### src/rtl/ctrl_pkg.sv
// Shared constants for the pipeline hazard controller: FSM encodings,
// register-zero index, default sizing and the control-output bundle.
package ctrl_pkg;

  localparam logic [1:0] ST_RUN        = 2'd0;
  localparam logic [1:0] ST_MEM_WAIT   = 2'd1;
  localparam logic [1:0] ST_FETCH_WAIT = 2'd2;

  localparam logic [4:0] REG_ZERO = 5'd0;

  localparam int unsigned CNT_W_DEF    = 16;
  localparam int unsigned MAX_WAIT_DEF = 64;

  // Bit order matches {pc_write, ifid_stall, ifid_flush, idex_bubble, pipe_freeze}.
  typedef struct packed {
    logic pc_write;
    logic ifid_stall;
    logic ifid_flush;
    logic idex_bubble;
    logic pipe_freeze;
  } ctrl_t;

  localparam ctrl_t CTRL_OFF      = 5'b00000;
  localparam ctrl_t CTRL_GO       = 5'b10000;
  localparam ctrl_t CTRL_REDIRECT = 5'b10100;
  localparam ctrl_t CTRL_MEM_HOLD = 5'b01001;
  localparam ctrl_t CTRL_FETCH    = 5'b00100;
  localparam ctrl_t CTRL_LOAD_USE = 5'b01010;

  // True when the state encoding is one of the wait states.
  function automatic logic is_wait_state(input logic [1:0] st);
    return (st == ST_MEM_WAIT) || (st == ST_FETCH_WAIT);
  endfunction

endpackage

### src/rtl/hazard_detect.sv
// Load-use detector: a load in EX whose destination feeds either source
// operand of the instruction in ID. Register zero never creates a hazard.
module hazard_detect
  import ctrl_pkg::*;
(
  input  logic       ex_memread,
  input  logic [4:0] ex_rt,
  input  logic [4:0] id_rs,
  input  logic [4:0] id_rt,
  output logic       load_use
);

  logic dest_live_s;
  logic src_match_s;

  assign dest_live_s = ex_memread && (ex_rt != REG_ZERO);
  assign src_match_s = (ex_rt == id_rs) || (ex_rt == id_rt);
  assign load_use    = dest_live_s && src_match_s;

endmodule

### src/rtl/pipeline_hazard_ctrl.sv
// Central stall/flush sequencer for the 5-stage pipeline: load-use stalls,
// branch redirects, I/D-cache waits, stall-cycle counter and wait timeout.
module pipeline_hazard_ctrl
  import ctrl_pkg::*;
#(
  parameter int unsigned CNT_W    = CNT_W_DEF,
  parameter int unsigned MAX_WAIT = MAX_WAIT_DEF
) (
  input  logic             clk_i,
  input  logic             rst_n_i,
  input  logic [4:0]       id_rs_i,
  input  logic [4:0]       id_rt_i,
  input  logic             ex_memread_i,
  input  logic [4:0]       ex_rt_i,
  input  logic             branch_taken_i,
  input  logic             icache_stall_i,
  input  logic             dcache_stall_i,
  output logic             pc_write_o,
  output logic             ifid_stall_o,
  output logic             ifid_flush_o,
  output logic             idex_bubble_o,
  output logic             pipe_freeze_o,
  output logic [CNT_W-1:0] stall_cnt_o,
  output logic             timeout_o
);

  localparam int unsigned        WAIT_W     = $clog2(MAX_WAIT + 1);
  localparam logic [WAIT_W-1:0]  WAIT_LIMIT = WAIT_W'(MAX_WAIT);
  localparam logic [CNT_W-1:0]   STALL_MAX  = {CNT_W{1'b1}};

  logic [1:0]        state_r;
  logic [1:0]        state_nxt_s;
  logic              flush_pend_r;
  logic              flush_pend_nxt_s;
  logic [WAIT_W-1:0] wait_cnt_r;
  logic [WAIT_W-1:0] wait_cnt_nxt_s;
  logic [CNT_W-1:0]  stall_cnt_r;
  logic              timeout_r;
  logic              load_use_s;
  ctrl_t             run_ctrl_s;
  logic [1:0]        run_nxt_s;
  logic              run_set_pend_s;
  ctrl_t             dec_ctrl_s;
  ctrl_t             ctrl_s;

  hazard_detect u_hazard_detect (
    .ex_memread (ex_memread_i),
    .ex_rt      (ex_rt_i),
    .id_rs      (id_rs_i),
    .id_rt      (id_rt_i),
    .load_use   (load_use_s)
  );

  // RUN-state decision, also reused on the exit cycle out of MEM_WAIT.
  always_comb begin
    run_ctrl_s     = CTRL_GO;
    run_nxt_s      = ST_RUN;
    run_set_pend_s = 1'b0;
    if (dcache_stall_i) begin
      run_ctrl_s     = CTRL_MEM_HOLD;
      run_nxt_s      = ST_MEM_WAIT;
      run_set_pend_s = branch_taken_i;
    end else if (icache_stall_i) begin
      run_ctrl_s     = CTRL_FETCH;
      run_nxt_s      = ST_FETCH_WAIT;
      run_set_pend_s = branch_taken_i;
    end else if (load_use_s) begin
      run_ctrl_s     = CTRL_LOAD_USE;
    end else if (branch_taken_i) begin
      run_ctrl_s     = CTRL_REDIRECT;
    end else begin
      run_ctrl_s     = CTRL_GO;
    end
  end

  // Per-state output decode and next-state / pending-redirect selection.
  always_comb begin
    dec_ctrl_s       = CTRL_GO;
    state_nxt_s      = state_r;
    flush_pend_nxt_s = flush_pend_r;
    case (state_r)
      ST_RUN: begin
        dec_ctrl_s       = run_ctrl_s;
        state_nxt_s      = run_nxt_s;
        flush_pend_nxt_s = run_set_pend_s;
      end
      ST_MEM_WAIT: begin
        if (dcache_stall_i) begin
          dec_ctrl_s  = CTRL_MEM_HOLD;
          state_nxt_s = ST_MEM_WAIT;
        end else if (flush_pend_r) begin
          // The redirect held back during the D-cache wait wins the exit cycle.
          dec_ctrl_s       = CTRL_REDIRECT;
          state_nxt_s      = ST_RUN;
          flush_pend_nxt_s = 1'b0;
        end else begin
          dec_ctrl_s       = run_ctrl_s;
          state_nxt_s      = run_nxt_s;
          flush_pend_nxt_s = run_set_pend_s;
        end
      end
      ST_FETCH_WAIT: begin
        if (dcache_stall_i) begin
          dec_ctrl_s  = CTRL_MEM_HOLD;
          state_nxt_s = ST_FETCH_WAIT;
        end else if (icache_stall_i) begin
          dec_ctrl_s  = CTRL_FETCH;
          state_nxt_s = ST_FETCH_WAIT;
        end else if (flush_pend_r) begin
          dec_ctrl_s       = CTRL_REDIRECT;
          state_nxt_s      = ST_RUN;
          flush_pend_nxt_s = 1'b0;
        end else begin
          dec_ctrl_s       = CTRL_GO;
          state_nxt_s      = ST_RUN;
          flush_pend_nxt_s = 1'b0;
        end
      end
      default: begin
        dec_ctrl_s       = CTRL_OFF;
        state_nxt_s      = ST_RUN;
        flush_pend_nxt_s = 1'b0;
      end
    endcase
  end

  // Controls are forced low for as long as reset is held.
  always_comb begin
    if (!rst_n_i) begin
      ctrl_s = CTRL_OFF;
    end else begin
      ctrl_s = dec_ctrl_s;
    end
  end

  // Wait counter counts every cycle that ends in a wait state, saturating at the limit.
  always_comb begin
    if (is_wait_state(state_nxt_s)) begin
      if (wait_cnt_r == WAIT_LIMIT) begin
        wait_cnt_nxt_s = wait_cnt_r;
      end else begin
        wait_cnt_nxt_s = wait_cnt_r + WAIT_W'(1);
      end
    end else begin
      wait_cnt_nxt_s = {WAIT_W{1'b0}};
    end
  end

  // FSM state and pending-redirect flag.
  always_ff @(posedge clk_i or negedge rst_n_i) begin
    if (!rst_n_i) begin
      state_r      <= ST_RUN;
      flush_pend_r <= 1'b0;
    end else begin
      state_r      <= state_nxt_s;
      flush_pend_r <= flush_pend_nxt_s;
    end
  end

  // Consecutive wait-cycle counter and sticky timeout.
  always_ff @(posedge clk_i or negedge rst_n_i) begin
    if (!rst_n_i) begin
      wait_cnt_r <= {WAIT_W{1'b0}};
      timeout_r  <= 1'b0;
    end else begin
      wait_cnt_r <= wait_cnt_nxt_s;
      if (wait_cnt_nxt_s == WAIT_LIMIT) begin
        timeout_r <= 1'b1;
      end else begin
        timeout_r <= timeout_r;
      end
    end
  end

  // Saturating count of cycles in which the PC was held.
  always_ff @(posedge clk_i or negedge rst_n_i) begin
    if (!rst_n_i) begin
      stall_cnt_r <= {CNT_W{1'b0}};
    end else if (!ctrl_s.pc_write && (stall_cnt_r != STALL_MAX)) begin
      stall_cnt_r <= stall_cnt_r + CNT_W'(1);
    end else begin
      stall_cnt_r <= stall_cnt_r;
    end
  end

  assign pc_write_o    = ctrl_s.pc_write;
  assign ifid_stall_o  = ctrl_s.ifid_stall;
  assign ifid_flush_o  = ctrl_s.ifid_flush;
  assign idex_bubble_o = ctrl_s.idex_bubble;
  assign pipe_freeze_o = ctrl_s.pipe_freeze;
  assign stall_cnt_o   = stall_cnt_r;
  assign timeout_o     = timeout_r;

endmodule

### config.mk
export PLATFORM = sky130hd
export DESIGN_NAME = pipeline_hazard_ctrl
export DESIGN_NICKNAME = d
export VERILOG_FILES = /design/src/rtl/ctrl_pkg.sv /design/src/rtl/hazard_detect.sv /design/src/rtl/pipeline_hazard_ctrl.sv
export SDC_FILE = /design/constraint.sdc
export NUM_CORES = 1
export LEC_CHECK = 0
export CORE_MARGIN = 2
export CORE_UTILIZATION = 45
export DETAILED_ROUTE_END_ITERATION = 7
export GPL_ROUTABILITY_DRIVEN = 0
export PLACE_DENSITY = 0.83
export SLEW_MARGIN = 20
export SYNTH_ARGS = -nofsm -noshare
export SYNTH_HDL_FRONTEND = slang
export SYNTH_SLANG_ARGS = --single-unit
### constraint.sdc
create_clock -name clk_i -period 4.6 [get_ports clk_i]
set_input_delay 0.46 -clock clk_i [delete_from_list [all_inputs] [get_ports clk_i]]
set_output_delay 0.46 -clock clk_i [all_outputs]
set_load 0.01 [all_outputs]
-- Yosys cells after proc, flatten, opt, wreduce, memory -nomap -nowiden
Cells that the tools add are included.
- latch bits: 0
- memories: 0
- input bits: 21
- output and inout port bits: 22
- memory bits (writable): 0
- flip-flop bits (word level): 27
- ROM bits: 0
- word-level logic and storage cells: 54
- divide/modulo/power cells: 0
- bitwise logic cells: 0
- shift operators: 0
- mux-type cells: 26
- equality and inequality tests: 12
- add/sub/neg operators: 2
- reductions and logical operators: 9
- order comparisons: 0
- multiply operators: 0
- operators by type and width (cell ; count):
    2-to-1 mux 5 bit ; 8
    adder 16 x 1 -> 16 bit (second input constant) ; 1
    != test 16 bit (second input constant) ; 1
    one-hot mux 5 bit (3 select lines) ; 1
    equality test 7 bit (second input constant) ; 2
    2-to-1 mux 7 bit ; 2
    equality test 5 bit ; 2
    2-to-1 mux 2 bit ; 5
    adder 7 x 1 -> 7 bit (second input constant) ; 1
    2-to-1 mux 1 bit ; 6
    2-to-1 mux 3 bit ; 2
    != test 2 bit (second input constant) ; 3
    one-hot mux 2 bit (3 select lines) ; 1
    nonzero test 5 bit ; 1
    equality test 2 x 1 -> 1 bit (second input constant) ; 2
    equality test 2 bit (second input constant) ; 2
    logical AND 1 bit ; 3
    one-hot mux 1 bit (3 select lines) ; 1
    AND reduction 3 bit ; 1
    zero test 2 bit ; 1
    logical OR 1 bit ; 2
    zero test 1 bit ; 1

-- Logic depth before layout (Yosys ltp)
Gate-level depths: netlist (run 1).
- depth in word-level cells: 12
- gate-level depth with buffers: 8
- mapped depth without buffers: 7

-- By module
From an unflattened synthesis (run 1), not the netlist that was laid out.
- cells, all modules: 167
- area total of the unflattened synthesis: 1636.6 um^2
- modules (own cells, without submodules) (module ; sequential area each (um^2) ; area each (um^2) ; instances ; cells each):
    pipeline_hazard_ctrl ; 675.6 ; 1511.4 ; 1 ; 150
    hazard_detect ; 0.0 ; 125.1 ; 1 ; 17

-- Worst setup path after synthesis (run 1)
No wires, ideal clock.
- path type: in2out
- start point: input ex_rt_i[0]
- end point: output ifid_flush_o
- path slack: 2534 ps
- data required time: 4140 ps
- stages: 5
- data arrival time: 1606 ps
- cells stage by stage: or4_1 > o21ai_2 > nand2b_1 > a31oi_1 > nor3_1
- word-level cells in the longest chain between the ends: 10
- elaborated cells on any way between the ends: 13
- ends and longest elaborated chain (item ; RTL line ; RTL):
    start: declaration ; pipeline_hazard_ctrl.sv:14 ; input logic [4:0] ex_rt_i,
    equality test 5 bit or nonzero test 5 bit (tied branches) ; hazard_detect.sv:17, hazard_detect.sv:16 ;
    logical OR 1 bit or logical AND 1 bit (tied branches) ; hazard_detect.sv:17, hazard_detect.sv:16 ;
    logical AND 1 bit (*) ; hazard_detect.sv:18 ; assign load_use = dest_live_s && src_match_s;
    2-to-1 mux 5 bit (*) ; pipeline_hazard_ctrl.sv:67 ; end else if (load_use_s) begin
    2-to-1 mux 5 bit (*) ; pipeline_hazard_ctrl.sv:63 ; end else if (icache_stall_i) begin
    2-to-1 mux 5 bit (*) ; pipeline_hazard_ctrl.sv:59 ; if (dcache_stall_i) begin
    2-to-1 mux 5 bit ; pipeline_hazard_ctrl.sv:91 ; end else if (flush_pend_r) begin
    2-to-1 mux 5 bit ; pipeline_hazard_ctrl.sv:88 ; if (dcache_stall_i) begin
    one-hot mux 5 bit (3 select lines) (*) ; pipeline_hazard_ctrl.sv:81 ; case (state_r)
    2-to-1 mux 5 bit (*) ; pipeline_hazard_ctrl.sv:129 ; if (!rst_n_i) begin
    end: declaration ; pipeline_hazard_ctrl.sv:20 ; output logic ifid_flush_o,
Every way passes the cells marked *; elsewhere a longest branch is shown, timed or not.

-- Final worst setup path (run 1)
- start point: input ex_rt_i[0]
- end point: output pc_write_o
- word-level cells in the longest chain between the ends: 10
- elaborated cells on any way between the ends: 13
- ends and longest elaborated chain (item ; RTL line ; RTL):
    equality test 5 bit or nonzero test 5 bit (tied branches) ; hazard_detect.sv:17, hazard_detect.sv:16 ;
    logical OR 1 bit or logical AND 1 bit (tied branches) ; hazard_detect.sv:17, hazard_detect.sv:16 ;
    logical AND 1 bit (*) ; hazard_detect.sv:18 ;
    2-to-1 mux 5 bit (*) ; pipeline_hazard_ctrl.sv:67 ;
    2-to-1 mux 5 bit (*) ; pipeline_hazard_ctrl.sv:63 ;
    2-to-1 mux 5 bit (*) ; pipeline_hazard_ctrl.sv:59 ;
    2-to-1 mux 5 bit ; pipeline_hazard_ctrl.sv:91 ;
    2-to-1 mux 5 bit ; pipeline_hazard_ctrl.sv:88 ;
    one-hot mux 5 bit (3 select lines) (*) ; pipeline_hazard_ctrl.sv:81 ;
    2-to-1 mux 5 bit (*) ; pipeline_hazard_ctrl.sv:129 ;
    end: declaration ; pipeline_hazard_ctrl.sv:18 ; output logic pc_write_o,
Marks and branches as above.

==> results.md, run 1 <==
* Status: complete, no violations
* Setup TNS at 0 ns
* Starting density of the core at 47.6%
* Sink Count at 27
* Post-CTS sizing at 0
* RSZ-0062 raised after global routing: no
* Layout cells sized above 1 at 5.61%
* Delay of the slowest cell on the worst path at 0.63 ns
* Clock Path Buffers at 2
* Avg WL per Cell at 13.0 microns
* Fmax at 308 MHz
* Top FF cell, synth: dfrtp_1
* Ys Warns at 0
* CP Buf/Inv Count at 2
* Via/cell ratio at 5.31
* Final Skew at 0.00782 ns
* Placed Cells at 256
* Final Cycle Share at 70.5%
* Post-CTS setup buffer count at 0
* Post-route ant nets at 0
* Worst Path Max Fanout at 16
* Clk_lat worst skew at 0.33 ns
* Number of global-route vias before repair at 1367
* Area grow syn2layout at 29.6%
* HPWL after DPL at 2.53 mm
* Sequential area share after synthesis at 41.9%
* Hold-fix buffers at CTS at 0
* Cell Chain, Critical Path: clkdlybuf4s50_1 -> or4_1 -> o21ai_2 -> nor3_2 -> a21oi_4 -> clkdlybuf4s50_1
* Post-synthesis register bit count at 27
* Chip height at 63.9 microns
* Die footprint at 4080 sq um
* Cell count after synthesis at 174
* Clock root buffer: clkbuf_4
* Fin. max-slew vios at 0
* DRC at 0
* Power per cell area at 396 nW/um^2
* Asr flop ratio synth at 100%
* Min Tclk post-route at 3.24 ns
* First-pass GRT wire length at 5.98 mm
* Synthesized area per cell at 9.28 sq um
* Antenna violations before repair at 0
* Fin nets at 239
* Most used cell, CP: clkdlybuf4s50_1
* Final setup viols at 0
* Chip width at 63.9 microns
* Initial DRC count at 54
* EDFF count, synth at 0
* CP delay by family, top: buffers and inverters
* Endpoint class of the critical path: output pin
* Core area at 3390 sq um
* Largest net degree at the start of global routing at 31
* Routed WL at 3.37 mm
* Worst EP required at 4.14 ns
* CP arrival at 2.78 ns
* Crit path kind: in2out
* Routed wl met2 at 1.71 mm
* CTS Buf Count at 3
* Worst slew pin tran at 0.870 ns
* Worst min-delay path class: in2async
* Net count after synthesis at 198
* Startpoint Class: input port
* Final Hold Viols at 0
* Synth cell types at 39
* Site Rows at 21
* PortBufs at 42
* Met3 wire length at 140 microns
* GRT overflow at 0
* GRT Resource Usage Total at 18.1%
* Via count at 1381
* Leak Pwr at 0.849 nW
* Fill cell count at 288
* Clock transition at path regs at 0.16 ns
* Wire length on met1 at 1.52 mm
* Worst Setup SP: ex_rt_i[0]
* Pre-Repair DR Iteration Count at 4
* Number of top-level pins at 43
* ANT cells at 0
* Max Used Layer: met3
* H-tree Lvls at 1
* Max Cap Viol at 0
* Maximum VDD drop at 0.392 mV
* CTS tree: built
* Synth Cell Area at 1610 sq um
* Critical path's slowest cell: clkdlybuf4s50_1
* Finished Layout Cells at 260
* Relative slew slack at 41.8%
* RR Startpoint: stall_cnt_o[0]
-- layout make-up --
class / instances / area, sq um / area share [%]
Multi-Input combinational cell: 135 / 882 / 42.2
Sequential cell: 27 / 676 / 32.3
Timing Repair Buffer: 43 / 428 / 20.5
Tap cell: 46 / 57.6 / 2.75
Clock buffer: 3 / 22.5 / 1.08
Inverter: 5 / 18.8 / 0.897
Clock inverter: 1 / 7.51 / 0.359
-- logic make-up after synthesis --
group | after synthesis | synth area share, %
AOI/OAI and AO/OA | 21 | 9.61
muxes | 1 | 0.930
buffers and inverters | 12 | 3.49
xor gates and xnor gates | 32 | 17.4
adders and majority gates | 3 | 2.33
and+or+nand+nor | 78 | 24.4
DFF | 27 | 41.9
-- per-layer routing --
metal / vias to the layer above / GRT usage, %
met5: - / 0
met4: 0 / 3.80
met3: 0 / 4.23
met2: 26 / 31.4
met1: 671 / 23.0
li1: 684 / -
-- through the flow --
stage	total power, mW	util [%]	setup WS, ns	instance area, sq um	hold WS [ns]
2_1_floorplan	0.565	-	2.53	1610	0.164
3_3_place_gp	0.715	60.8	1.42	2060	0.456
3_5_place_dp	0.723	60.8	1.36	2060	0.463
4_1_cts	0.834	61.7	1.35	2090	0.483
5_1_grt	0.891	61.7	1.21	2090	0.502
6_report	0.827	61.7	1.36	2090	0.477
-- worst reg2reg max path: stages, from the launching register on --
cell     delay [ns]
dfrtp_1        0.44
ha_1           0.18
and3_1         0.17
and3_1         0.24
nand2_1        0.07
nor2_1         0.66
nor2_2         0.12
mux2_4         0.33
-- final timing paths --
check | cells after the start | slack [ns] | endpoint
min reg2reg | 1 | 0.50 | timeout_o
min in group clk_i | 1 | 0.50 | timeout_o
max | 6 | 1.36 | pc_write_o
max in group asynchronous | 2 | 3.85 | stall_cnt_o[5]
min | 2 | 0.48 | state_r[1]
max reg2reg | 7 | 2.30 | stall_cnt_o[1]
-- registers in the layout, summed over array words and instances, names as in the netlist --
| name | cells |
|---|---|
| stall_cnt_o | 16 |
| flush_pend_r | 1 |
| timeout_o | 1 |
| wait_cnt_r | 7 |
| state_r | 2 |
-- placed cells by master (no fill, tap or decap), types with 2 or more instances in the layout --
cell type and instances:
xor2_1 19, nor3b_1 3, nand3_1 10, a21o_1 2, nor4_1 5, clkdlybuf4s50_1 42
nor2_1 19, nor3_1 8, ha_1 3, a31oi_1 2, nor4b_1 2, nand4_1 3
o21ai_0 5, xnor2_1 13, and3_1 5, inv_1 5, dfrtp_1 27, nand2_1 16
clkbuf_4 3, a21oi_1 2
-- synth_stat cells, types with 2 or more instances --
master / count / area (sq um)
nor3_1: 8 / 40.0
dfrtp_1: 27 / 676
ha_1: 3 / 37.5
a31oi_1: 2 / 12.5
nand2_1: 16 / 60.1
nor3b_1: 3 / 22.5
a21o_1: 2 / 15.0
buf_2: 3 / 15.0
inv_1: 5 / 18.8
nand4_1: 3 / 18.8
xor2_1: 19 / 166
a21oi_1: 2 / 10.0
clkbuf_1: 3 / 11.3
nor4_1: 5 / 31.3
nor2_1: 19 / 71.3
xnor2_1: 13 / 114
nand3_1: 10 / 50.1
nor4b_1: 2 / 17.5
and3_1: 5 / 31.3
o21ai_0: 5 / 25.0
-- power by group --
part	total, mW	internal, mW	leakage (nW)	switching, mW
sequential	0.383	0.299	0.311	0.0838
clock	0.108	0.0333	0.0139	0.0747
combinational	0.337	0.193	0.524	0.144
(Power assumes the default switching activity.)
==> run 2, diff against run 1 <==
clock period = 3.04 ns   (was 4.6 ns; I/O delays follow)
==> results.md, run 2 (synthesis results as in run 1) <==
* Placed cell areas at 2080 sq um (+1.1%)
* GRT Resource Usage Total at 18.7% (+0.53 points)
* CP delay by family, top: buffers and inverters
* ANT cells at 0 (unchanged)
* RSZ-0062 raised after global routing: no
* Fin. max-slew vios at 0 (unchanged)
* Fmax at 365 MHz
* Clock root buffer: clkbuf_4
* Final Skew at 0.0137 ns (+0.00585 ns)
* Starting density of the core at 47.6% (unchanged)
* Delay of the slowest cell on the worst path at 0.57 ns (-0.06 ns)
* Reg2Reg Depth at 8 (+1)
* Max Used Layer: met4
* Status: complete, no violations
* Fin nets at 242 (+1.3%)
* Worst Path Max Fanout at 3 (-13)
* H-tree Lvls at 1 (unchanged)
* Worst setup path endpoint: ifid_flush_o
* Commonest non-fill, non-tap cell in the layout: clkdlybuf4s50_1
* CTS Buf Count at 3 (unchanged)
* Routed WL at 3.45 mm (+2.2%)
* Fill cell count at 308 (+6.9%)
* Worst R2R Setup Slack at 1.01 ns (-1.29 ns)
* Max reg flops at 16 (unchanged)
* Finished Layout Cells at 263 (+1.2%)
* Leak Pwr at 0.866 nW (+1.9%)
* Post-route cell area at 2110 sq um (+1.1%)
* Avg WL per Cell at 13.1 microns (+1.0%)
* Critical path's slowest cell: or4_1
* Endpoint class of the critical path: output pin
* Register share of total power at 46.4% (about the same)
* Post-CTS sizing at 0 (unchanged)
* Chip width at 63.9 microns (unchanged)
* Hold-fix buffers at CTS at 0 (unchanged)
* Worst Setup SP: ex_rt_i[0]
* Sw Share at 36.5% (-0.11 points)
* Sw Pwr at 0.457 mW (+51%)
* Cell Chain, Critical Path: clkdlybuf4s50_1 -> or4_1 -> o21ai_2 -> nand2b_1 -> a31oi_1 -> nor3_1 -> clkdlybuf4s50_1
* Post-CTS setup buffer count at 0 (unchanged)
* Core area at 3390 sq um (unchanged)
* Routed wl met2 at 1.68 mm (-1.9%)
* Clock transition at path regs at 0.16 ns (about the same)
* Final setup viols at 0 (unchanged)
* Clk_lat worst skew at 0.33 ns (about the same)
* Power per cell area at 593 nW/um^2 (+50%)
* First-pass GRT wire length at 6.15 mm (+2.8%)
* Worst EP required at 2.74 ns (-1.40 ns)
* Antenna violations before repair at 0 (unchanged)
* DRC at 0 (unchanged)
* Sink Count at 27 (unchanged)
* Final Cycle Share at 90.2%
* Worst min-delay path class: in2async
* Wire length on met1 at 1.55 mm (+2.4%)
* Min Tclk post-route at 2.74 ns
* Setup TNS at 0 ns (unchanged)
* Maximum VDD drop at 0.526 mV (+34%)
* CP arrival at 2.44 ns (-0.34 ns)
* Max Cap Viol at 0 (unchanged)
* Placed Cells at 259 (+1.2%)
* Area grow syn2layout at 31.0%
* Relative slew slack at 72.3% (+31 points)
* Layout cells sized above 1 at 6.91% (+1.3 points)
* Clock Path Buffers at 2 (unchanged)
* Largest net degree at the start of global routing at 28 (-9.7%)
* Internal power at 0.796 mW (+52%)
* R2R Path End: stall_cnt_o[7]
* Site Rows at 21 (unchanged)
* Die footprint at 4080 sq um (unchanged)
* GRT overflow at 0 (unchanged)
* Clk network pwr share at 12.8% (-0.3 points)
* Comb pwr share at 40.8% (about the same)
* PortBufs at 42 (unchanged)
* Startpoint Class: input port
* Final Hold Viols at 0 (unchanged)
* Worst slew pin tran at 0.414 ns (-0.456 ns)
* Chip height at 63.9 microns (unchanged)
* Most used cell, CP: clkdlybuf4s50_1
* Commonest non-fill, non-tap cells in the layout: 42 x clkdlybuf4s50_1, 27 x dfrtp_1, 19 x nor2_1, 19 x xor2_1, 16 x nand2_1
* Initial DRC count at 71 (+31%)
* Pre-Repair DR Iteration Count at 4 (unchanged)
* Number of top-level pins at 43 (unchanged)
* Crit path kind: in2out
* Via/cell ratio at 5.39 (+1.4%)
* RR Startpoint: stall_cnt_o[0]
* Hold WS at 0.420 ns (-0.0570 ns)
* Critical path depth at 7 (+1)
* CTS tree: built
* HPWL after DPL at 2.56 mm (+1.5%)
* Number of global-route vias before repair at 1356 (-0.80%)
* Met3 wire length at 163 microns (+16%)
* CP Buf/Inv Count at 2 (unchanged)
* Via count at 1417 (+2.6%)
* Post-route ant nets at 0 (unchanged)
* Final total power at 1.25 mW (+51%)
-- run 2: cell type report --
type	instances	area [sq um]	share of cell area, %
sequential	27	676	32.0
multi-input combinational	135	882	41.7
clock inverter	1	7.51	0.355
clock buffer	3	22.5	1.07
inverter	5	18.8	0.888
tap	46	57.6	2.72
timing repair buffer	46	450	21.3
-- run 2: worst min-delay path by stage --
stage                               to  depth (start not counted)
final                     flush_pend_r                          2
after global routing        state_r[1]                          2
after CTS                 flush_pend_r                          2
after detailed placement     timeout_o                          1
after global placement       timeout_o                          1
after floorplan           flush_pend_r                          0
-- run 2: worst reg2reg max path, stage by stage, from the launching register on --
cell,delay (ns)
dfrtp_1,0.45
ha_1,0.22
and3_1,0.18
and3_1,0.23
nand2_1,0.07
nor2_1,0.10
buf_4,0.19
nor4b_1,0.36
xor2_1,0.18
-- run 2: power groups by stage --
stage / combinational, mW / clock [mW] / sequential (mW)
final: 0.512 / 0.160 / 0.581
after global routing: 0.569 / 0.183 / 0.601
after CTS: 0.517 / 0.167 / 0.580
after detailed placement: 0.511 / 0 / 0.586
after global placement: 0.503 / 0 / 0.582
after floorplan: 0.278 / 0 / 0.576
-- run 2: routing by layer --
metal,global-route usage (%),vias to the layer above
met4,6.52,0
met2,30.3,38
li1,-,689
met5,0,-
met3,4.23,6
met1,24.4,684
-- run 2: per-stage QoR --
stage / worst slack [ns] / util, %
floorplan: 1.20 / -
finish: 0.299 / 62.4
detailed placement: 0.272 / 61.5
global placement: 0.344 / 61.5
CTS: 0.277 / 62.4
global route: 0.0261 / 62.4
==> run 3, diff against run 2 <==
CORE_UTILIZATION = 48   (was 45)
PLACE_DENSITY = 0.87   (was 0.83)
==> results.md, run 3 (synthesis results as in run 1) <==
* Status: complete, no violations
* Placed cell areas at 2080 sq um (-0.36%)
* First-pass GRT wire length at 5.85 mm (-4.8%)
* HPWL after DPL at 2.64 mm (+2.9%)
* Critical path depth at 8 (+1)
* Largest net degree at the start of global routing at 28 (unchanged)
* Starting density of the core at 49.1% (+1.5 points)
* Final total power at 1.26 mW (+0.16%)
* Final setup viols at 0 (unchanged)
* Fmax at 350 MHz (-4.1%)
* RSZ-0062 raised after global routing: no
* CP delay by family, top: buffers and inverters
* Worst min-delay path class: in2async
* Worst EP required at 2.74 ns (about the same)
* Final Cycle Share at 94.0% (+3.9 points)
* Clock transition at path regs at 0.15 ns (about the same)
* Commonest non-fill, non-tap cells in the layout: 42 x clkdlybuf4s50_1, 27 x dfrtp_1, 19 x nor2_1, 19 x xor2_1, 16 x nand2_1
* Hold-fix buffers at CTS at 0 (unchanged)
* Delay of the slowest cell on the worst path at 0.53 ns (-0.04 ns)
* Die footprint at 3840 sq um (-5.9%)
* Number of global-route vias before repair at 1221 (-10%)
* Dpl ws at 0.131 ns (-0.141 ns)
* Site Rows at 21 (unchanged)
* Initial DRC count at 45 (-37%)
* Post-route ant nets at 0 (unchanged)
* Worst Setup SP: ex_rt_i[4]
* CTS Buf Count at 3 (unchanged)
* Endpoint class of the critical path: output pin
* Worst R2R Setup Slack at 0.73 ns (-0.28 ns)
* Reg2Reg Depth at 7 (-1)
* Antenna violations before repair at 0 (unchanged)
* DRC at 0 (unchanged)
* Reg area at 676 sq um (unchanged)
* Post-CTS setup buffer count at 0 (unchanged)
* Area occupied by multi-input gates at 888 sq um (+0.71%)
* Via count at 1393 (-1.7%)
* Avg WL per Cell at 13.6 microns (+4.1%)
* Area grow syn2layout at 30.9% (about the same)
* Startpoint Class: input port
* Commonest non-fill, non-tap cell in the layout: clkdlybuf4s50_1
* PortBufs at 42 (unchanged)
* GRT Resource Usage Total at 20.5% (+1.9 points)
* Via/cell ratio at 5.32 (-1.3%)
* Clock Path Buffers at 2 (unchanged)
* Maximum VDD drop at 0.468 mV (-11%)
* Power per cell area at 594 nW/um^2 (+0.22%)
* H-tree Lvls at 1 (unchanged)
* Leak Pwr at 0.862 nW (-0.37%)
* Setup TNS at 0 ns (unchanged)
* CP Buf/Inv Count at 2 (unchanged)
* Fill cell count at 276 (-10%)
* Core Util, Final at 64.3% (+2.0 points)
* R2R Path End: stall_cnt_o[1]
* Routed WL at 3.57 mm (+3.7%)
* Worst setup path endpoint: idex_bubble_o
* Layout cells sized above 1 at 6.94% (+0.032 points)
* Fin. max-slew vios at 0 (unchanged)
* Clock root buffer: clkbuf_4
* Chip height at 62.0 microns (-3.0%)
* Worst slew pin tran at 0.849 ns (+0.435 ns)
* Setup WS post-layout at 0.181 ns (-0.118 ns)
* Relative slew slack at 43.2% (-29 points)
* Core area at 3280 sq um (-3.1%)
* RR Startpoint: stall_cnt_o[0]
* Post-route cell area at 2110 sq um (about the same)
* Crit path kind: in2out
* Number of top-level pins at 43 (unchanged)
* Fin nets at 241 (-0.41%)
* CP arrival at 2.56 ns (+0.12 ns)
* Cell Chain, Critical Path: clkdlybuf4s50_1 -> xnor2_1 -> nand3_1 -> o22ai_1 -> nand2b_1 -> nor4b_2 -> and3_1 -> clkdlybuf4s50_1
* CTS tree: built
* Max Cap Viol at 0 (unchanged)
* ANT cells at 0 (unchanged)
* Worst Path Max Fanout at 3 (unchanged)
* Clk_lat worst skew at 0.34 ns (about the same)
* Final Hold Viols at 0 (unchanged)
* Critical path's slowest cell: clkdlybuf4s50_1
* Chip width at 62.0 microns (-3.0%)
* Min Tclk post-route at 2.86 ns (+0.118 ns)
* Pre-Repair DR Iteration Count at 4 (unchanged)
* Final Skew at 0.00639 ns (-0.00728 ns)
* Sink Count at 27 (unchanged)
* Most used cell, CP: clkdlybuf4s50_1
* GRT overflow at 0 (unchanged)
* Max reg flops at 16 (unchanged)
[run 3: final cells by class]
type                       instances  area share [%]
multi-input combinational        135            42.0
sequential                        27            32.0
timing repair buffer              45            21.0
tap                               46            2.72
clock buffer                       3            1.07
inverter                           5           0.888
clock inverter                     1           0.355
[run 3: report_power, final]
group | switching (mW) | leakage [nW] | internal [mW]
Clock | 0.113 | 0.0139 | 0.0505
Sequential | 0.124 | 0.311 | 0.453
Combinational | 0.222 | 0.537 | 0.294
Total | 0.458 | 0.862 | 0.797
[run 3: repair_timing]
action / CTS / global route
endpoints found under the setup margin: 0 / 2
hold endpoints to repair: 0 / 0
resized for setup: 0 / 1
[run 3: worst min path at each step]
| stage | startpoint | to | slack [ns] | cells after the start |
|---|---|---|---|---|
| 6_report | rst_n_i | flush_pend_r | 0.41 | 2 |
| 5_1_grt | rst_n_i | flush_pend_r | 0.45 | 2 |
| 3_3_place_gp | timeout_o | timeout_o | 0.46 | 1 |
| 2_1_floorplan | rst_n_i | flush_pend_r | 0.008 | 0 |
| 3_5_place_dp | timeout_o | timeout_o | 0.48 | 1 |
| 4_1_cts | rst_n_i | state_r[1] | 0.42 | 2 |
[run 3: worst reg2reg max path, stage by stage (launching register included)]
cell	delay (ns)
dfrtp_1	0.44
ha_1	0.18
and3_1	0.17
and3_1	0.25
nand2_1	0.07
nor2_1	0.65
nor2_2	0.11
mux2_4	0.33
[run 3: per-layer routing]
metal  track usage [%]  wire, microns  vias up
met1              28.7           1600      666
met3              4.35            156        4
met5                 0              0        -
met2              33.3           1790       38
met4              3.65             23        0
li1                  -              -      685
[run 3: metrics by stage]
step / hold WS (ns) / cells
6_report: 0.414 / 262
2_1_floorplan: 0.00841 / 174
5_1_grt: 0.450 / 262
3_5_place_dp: 0.478 / 258
4_1_cts: 0.421 / 262
3_3_place_gp: 0.456 / 258
==> patch 1: new RTL, config.mk and constraints of run 2 <==
The package constant `REG_ZERO` goes from 5'd0 to 5'd1.
--- a/src/rtl/ctrl_pkg.sv
+++ b/src/rtl/ctrl_pkg.sv
@@ -6,7 +6,7 @@
   localparam logic [1:0] ST_MEM_WAIT   = 2'd1;
   localparam logic [1:0] ST_FETCH_WAIT = 2'd2;
 
-  localparam logic [4:0] REG_ZERO = 5'd0;
+  localparam logic [4:0] REG_ZERO = 5'd1;
 
   localparam int unsigned CNT_W_DEF    = 16;
   localparam int unsigned MAX_WAIT_DEF = 64;
Behaviour: not the same (a bounded check fails within 4 cycles, from zero or initial values and one cycle with rst_n_i low).
==> patch 1 against run 2 <==
  * Synthesized cell count is 0.57% lower
  * Largest cell class unchanged
  * Routed wire length down 2.3%
  * Die area is 1.7% higher
  * Global-route usage fell by 1.9 points
  * Worst setup slack lost 50 ps
  * Synthesized area up 1.9%
  * Final area increased by 1.2%
  * Sequential cell count is the same
  * Total power grew 9.9%
  * Critical path depth is the same
==> patch 1: results (changes against run 2) <==
Route
  – Avg WL per Cell: 12.81 um (-2.3%)
  – Number of DRC violations after detailed routing: 0 (unchanged)
  – Number of detailed-route iterations in the first pass: 4 (unchanged)
  – Initial detailed-routing violation count: 52 (-27%)
  – Vias per std cell: 5.338 (-0.92%)

Pwr
  – Max VDD drop: 414.9 uV (-21%)
  – Leakage: 0.8631 nW (-0.28%)

Clock network
  – Clock buffer count from CTS: 3 (unchanged)
  – Count of H-tree levels built during CTS: 1 (unchanged)
  – Clock slew at the register clock pins of the worst setup and hold paths: 150 ps
  – Clock latency at the later pin of the worst-skew pair: roughly 320 ps
  – Clock tree buffer depth: 2 (unchanged)
  – Number of post-CTS setup repair buffers: 0 (unchanged)
  – Post_cts resized: 0 (unchanged)
  – Root buffer cell: sky130_fd_sc_hd__clkbuf_4

Layout
  – Count of antenna diodes in the layout: 0 (unchanged)
  – Net count, final: 242 (unchanged)
  – Number of flip-flops under the largest register name: 16 (unchanged)
  – Share of layout cells above drive strength 1: 6.452% (-0.46 points)

Timing
  – Skew final: 7.680 ps (-5.989 ps)
  – Worst slew margin relative to its limit: 62.38% (-9.9 points)

Placement
  – Count of buffers inserted at the top-level ports: 42 (unchanged)
  – Total half-perimeter wirelength after legalization and detailed placement: 2616 um (+2.0%)

Logic synthesis
  – Part of the Yosys area used for sequential elements: 41.10% (-0.76 points)
  – Post-Synthesis Net Count: 197 (-0.51%)
  – Synth warnings: 0 (unchanged)
  – Top_reg_cell synth: sky130_fd_sc_hd__dfrtp_1
  – Top cell types by occurrence after synthesis: 27 x sky130_fd_sc_hd__dfrtp_1, 19 x sky130_fd_sc_hd__xnor2_1, 17 x sky130_fd_sc_hd__nor2_1
  – Synth unique cells: 41 (+5.1%)
  – Most area-consuming cells after synthesis: sky130_fd_sc_hd__dfrtp_1 41%, sky130_fd_sc_hd__xnor2_1 10%, sky130_fd_sc_hd__xor2_1 7.5%
  – Ys async rst share: 100.0% (unchanged)

Worst setup path
  – R2R Path End: stall_cnt_o[3]
  – Worst flop-to-flop path startpoint: stall_cnt_o[9]
  – Maximum fanout along the worst path: 3 (unchanged)
  – Reg-to-reg setup timing slack: 1050 ps (+40 ps)
  – Data arrival time at the worst-slack endpoint: 2490 ps (+50 ps)
  – Critical Path Start: ex_rt_i[3]
  – Number of cells on the worst reg-to-reg path: 6 (-2)

Status
  – Outcome: completed

Global routing
  – Pin count of the biggest net entering global routing: 29 (+3.6%)
  – GRT Total Usage: 16.75% (-1.9 points)
  – First-pass GRT wire length: 5533 um (-10%)
  – Vias in the first global route: 1233 (-9.1%)
  – Antenna violations before repair: 0 (unchanged)

Min path
  – Class of the worst hold path: in2async
==> patch 1: cell count changes after synthesis, sizes merged, moves of 2 or more <==
| cell | delta |
|---|---|
| and3 | -5 |
| buf | -2 |
| nor2 | -3 |
| xnor2 | +6 |
| xor2 | -5 |
| nand3b | +2 |
| a21o | -2 |
| nand2 | -2 |
| inv | +5 |
==> patch 1: routing by layer <==
| layer | track usage (%) | vias to the layer above | part of all wire [%] |
|---|---|---|---|
| met5 | 0 | - | 0 |
| met4 | 3.989 | 0 | 0 |
| met3 | 2.778 | 0 | 5.3 |
| met2 | 29.17 | 50 | 51 |
| met1 | 21.81 | 668 | 44 |
| li1 | - | 686 | - |
==> patch 1: cells by family (layout without fill, tap and decap cells) <==
| group | after synthesis | after routing | share of synthesized area (%) |
|---|---|---|---|
| buf+inv | 15 | 59 | 4.110 |
| simple gates | 72 | 72 | 24.05 |
| fa+ha+maj | 3 | 3 | 2.283 |
| compound gates | 22 | 22 | 10.20 |
| xor+xnor | 33 | 33 | 17.58 |
| mux | 1 | 1 | 0.6849 |
| flops | 27 | 27 | 41.10 |
==> patch 1: cell type report <==
cell class | instances | area, sq um
Tap cell | 46 | 57.56
Inverter | 10 | 37.54
Fill cell | 291 | 1275
Multi-Input combinational cell | 131 | 900.9
Clock buffer | 4 | 26.28
Sequential cell | 27 | 675.6
Timing Repair Buffer | 45 | 442.9
==> patch 1: worst max path at each step <==
stage                              end  slack (ps)  cells after the start
after floorplan           ifid_flush_o        1260                      5
after global placement    ifid_flush_o         310                      7
after detailed placement  ifid_flush_o         240                      7
after CTS                 ifid_flush_o         240                      7
after global routing      ifid_flush_o         170                      7
final                     ifid_flush_o         250                      7
==> patch 1: worst max-delay path: stages <==
cell and delay (ps):
sky130_fd_sc_hd__clkdlybuf4s50_1 470, sky130_fd_sc_hd__or4b_1 540, sky130_fd_sc_hd__o21ai_1 200, sky130_fd_sc_hd__nand2b_1 190, sky130_fd_sc_hd__a31oi_1 90, sky130_fd_sc_hd__nor3_1 130, sky130_fd_sc_hd__clkdlybuf4s50_1 560
==> patch 1: stage by stage <==
stage               hold WS (ps)  total power [mW]  setup slack (ps)  cell area [sq um]  cells
finish                     456.7             1.378             248.8               2141    263
global placement           463.3             1.211             310.2               2115    259
floorplan                  8.409            0.9379              1260               1644    173
detailed placement         466.1             1.236             241.4               2115    259
CTS                        472.6             1.390             241.4               2141    263
global route               482.8             1.484             173.6               2141    263
==> patch 1: where the power goes <==
part | total, mW | switching (mW) | internal [mW] | leakage, nW
Combinational | 0.606 | 0.273 | 0.333 | 0.519
Clock | 0.154 | 0.103 | 0.0512 | 0.0150
Sequential | 0.618 | 0.149 | 0.469 | 0.330
Total | 1.38 | 0.524 | 0.853 | 0.863
==> patch 2: new RTL, settings of run 2 <==
Without the edit above. Register the output `stall_cnt_o` once more, with the module's reset; this adds one clock of latency there. The other outputs are not delayed to match.
--- a/src/rtl/pipeline_hazard_ctrl.sv
+++ b/src/rtl/pipeline_hazard_ctrl.sv
@@ -188,7 +188,13 @@
   assign ifid_flush_o  = ctrl_s.ifid_flush;
   assign idex_bubble_o = ctrl_s.idex_bubble;
   assign pipe_freeze_o = ctrl_s.pipe_freeze;
-  assign stall_cnt_o   = stall_cnt_r;
+  always_ff @(posedge clk_i or negedge rst_n_i) begin
+    if (!rst_n_i) begin
+      stall_cnt_o <= '0;
+    end else begin
+      stall_cnt_o <= stall_cnt_r;
+    end
+  end
   assign timeout_o     = timeout_r;
 
 endmodule
Check against the original RTL: not equivalent (Yosys sat finds a counterexample within 4 cycles, from zero or initial values and one cycle with rst_n_i low).
==> patch 2 against run 2 <==
  * Final area rose by 22%
  * Total power rose by 46%
  * Critical endpoint is now idex_bubble_o
  * Worst setup slack got worse by 39 ps
  * Combinational power rose by 4.7%
  * Sequential cell count rose by 16
  * Routed wire length rose by 8.0%
  * Synthesized area rose by 24%
==> patch 2: results (changes against run 2) <==
Clock network
  – Number of post-CTS setup repair buffers: 0 (unchanged)
  – Clock latency at the later pin of the worst-skew pair: 290 ps (-40 ps)
  – Count of H-tree levels built during CTS: 2 (+1)
  – Clock buffer count from CTS: 5 (+2)
  – Root buffer cell: sky130_fd_sc_hd__clkbuf_8

Layout
  – Share of layout cells above drive strength 1: 7.203% (+0.29 points)
  – Net count, final: 260 (+7.4%)

Worst setup path
  – Number of cells on the worst reg-to-reg path: 7 (-1)
  – Data arrival time at the worst-slack endpoint: 2480 ps (+40 ps)
  – Reg-to-reg setup timing slack: 980 ps (-30 ps)

Timing
  – Final worst path period share: 91.44% (+1.3 points)
  – Worst slack on hold paths: 369.2 ps (-50.58 ps)

Route
  – Initial detailed-routing violation count: 41 (-42%)
  – Vias per std cell: 5.160 (-4.2%)
  – Total wire length: 3723 um (+8.0%)

Global routing
  – Vias in the first global route: 1492 (+10%)
  – GRT Total Usage: 16.83% (-1.8 points)
  – First-pass GRT wire length: 6658 um (+8.3%)

Logic synthesis
  – Parity-gate share of the synthesized area counting xor and xnor cells: 13.16% (-4.2 points)
  – Adder and majority gate portion of the synthesized area: 1.880% (-0.45 points)
  – Mux cell area share after synthesis: 1.692% (+0.76 points)
  – Top cell types by occurrence after synthesis: 43 x sky130_fd_sc_hd__dfrtp_1, 19 x sky130_fd_sc_hd__nor2_1, 16 x sky130_fd_sc_hd__nand2_1, 16 x sky130_fd_sc_hd__xor2_1, 14 x sky130_fd_sc_hd__xnor2_1

Pwr
  – Total power consumption of the routed design: 1.832 mW (+46%)
  – Internal power: 1.286 mW (+62%)
  – Sequential cell fraction of total power: 48.3% (+1.9 points)
  – Leakage: 1.077 nW (+24%)

Placement
  – Placed Instance Area: 2477 sq um (+19%)
  – Number of placed cells counting well taps: 280 (+8.1%)
  – Total half-perimeter wirelength after legalization and detailed placement: 2753 um (+7.4%)

Status
  – Outcome: completed
[patch 2: cell types whose count changed after synthesis, sizes merged, moves of 2 or more]
cell,delta
nor4,-3
nor3,+4
dfrtp,+16
mux2,+2
a21oi,+2
xor2,-3
[patch 2: worst paths after layout]
path                                startpoint               to
max in group asynchronous              rst_n_i   stall_cnt_o[8]
min in group clk_i              stall_cnt_r[5]   stall_cnt_o[5]
worst max-delay path                ex_rt_i[0]    idex_bubble_o
worst max register to register      state_r[1]  stall_cnt_r[12]
worst min-delay path                   rst_n_i       state_r[0]
worst min register to register  stall_cnt_r[5]   stall_cnt_o[5]
[patch 2: what timing repair did]
action,4_1_cts,5_1_grt
hold buffers,1,0
setup endpoints to repair,0,0
endpoints found under the hold margin,1,0
[patch 2: worst max-delay path, cell delays in order]
cell                              delay (ps)
sky130_fd_sc_hd__clkdlybuf4s50_1         540
sky130_fd_sc_hd__xnor2_1                 140
sky130_fd_sc_hd__nand3_1                  90
sky130_fd_sc_hd__o22ai_1                 230
sky130_fd_sc_hd__nand2b_1                110
sky130_fd_sc_hd__nor4b_1                 320
sky130_fd_sc_hd__and3_1                  200
sky130_fd_sc_hd__clkdlybuf4s50_1         530
[patch 2: layer usage]
layer	track usage, %	share of wire (%)
met1	22.79	46
met2	26.52	48
met3	5.128	4.6
met4	5.031	1.1
met5	0	0
[patch 2: final cells by class]
cell class              instances  area, sq um
clock buffers                   6        72.57
clock inverters                 1        30.03
fillers                       363         1734
inverters                       6        22.52
multi-input cells             133        868.3
flip-flops and latches         43         1076
well taps                      52        65.06
repair buffers                 47        455.4
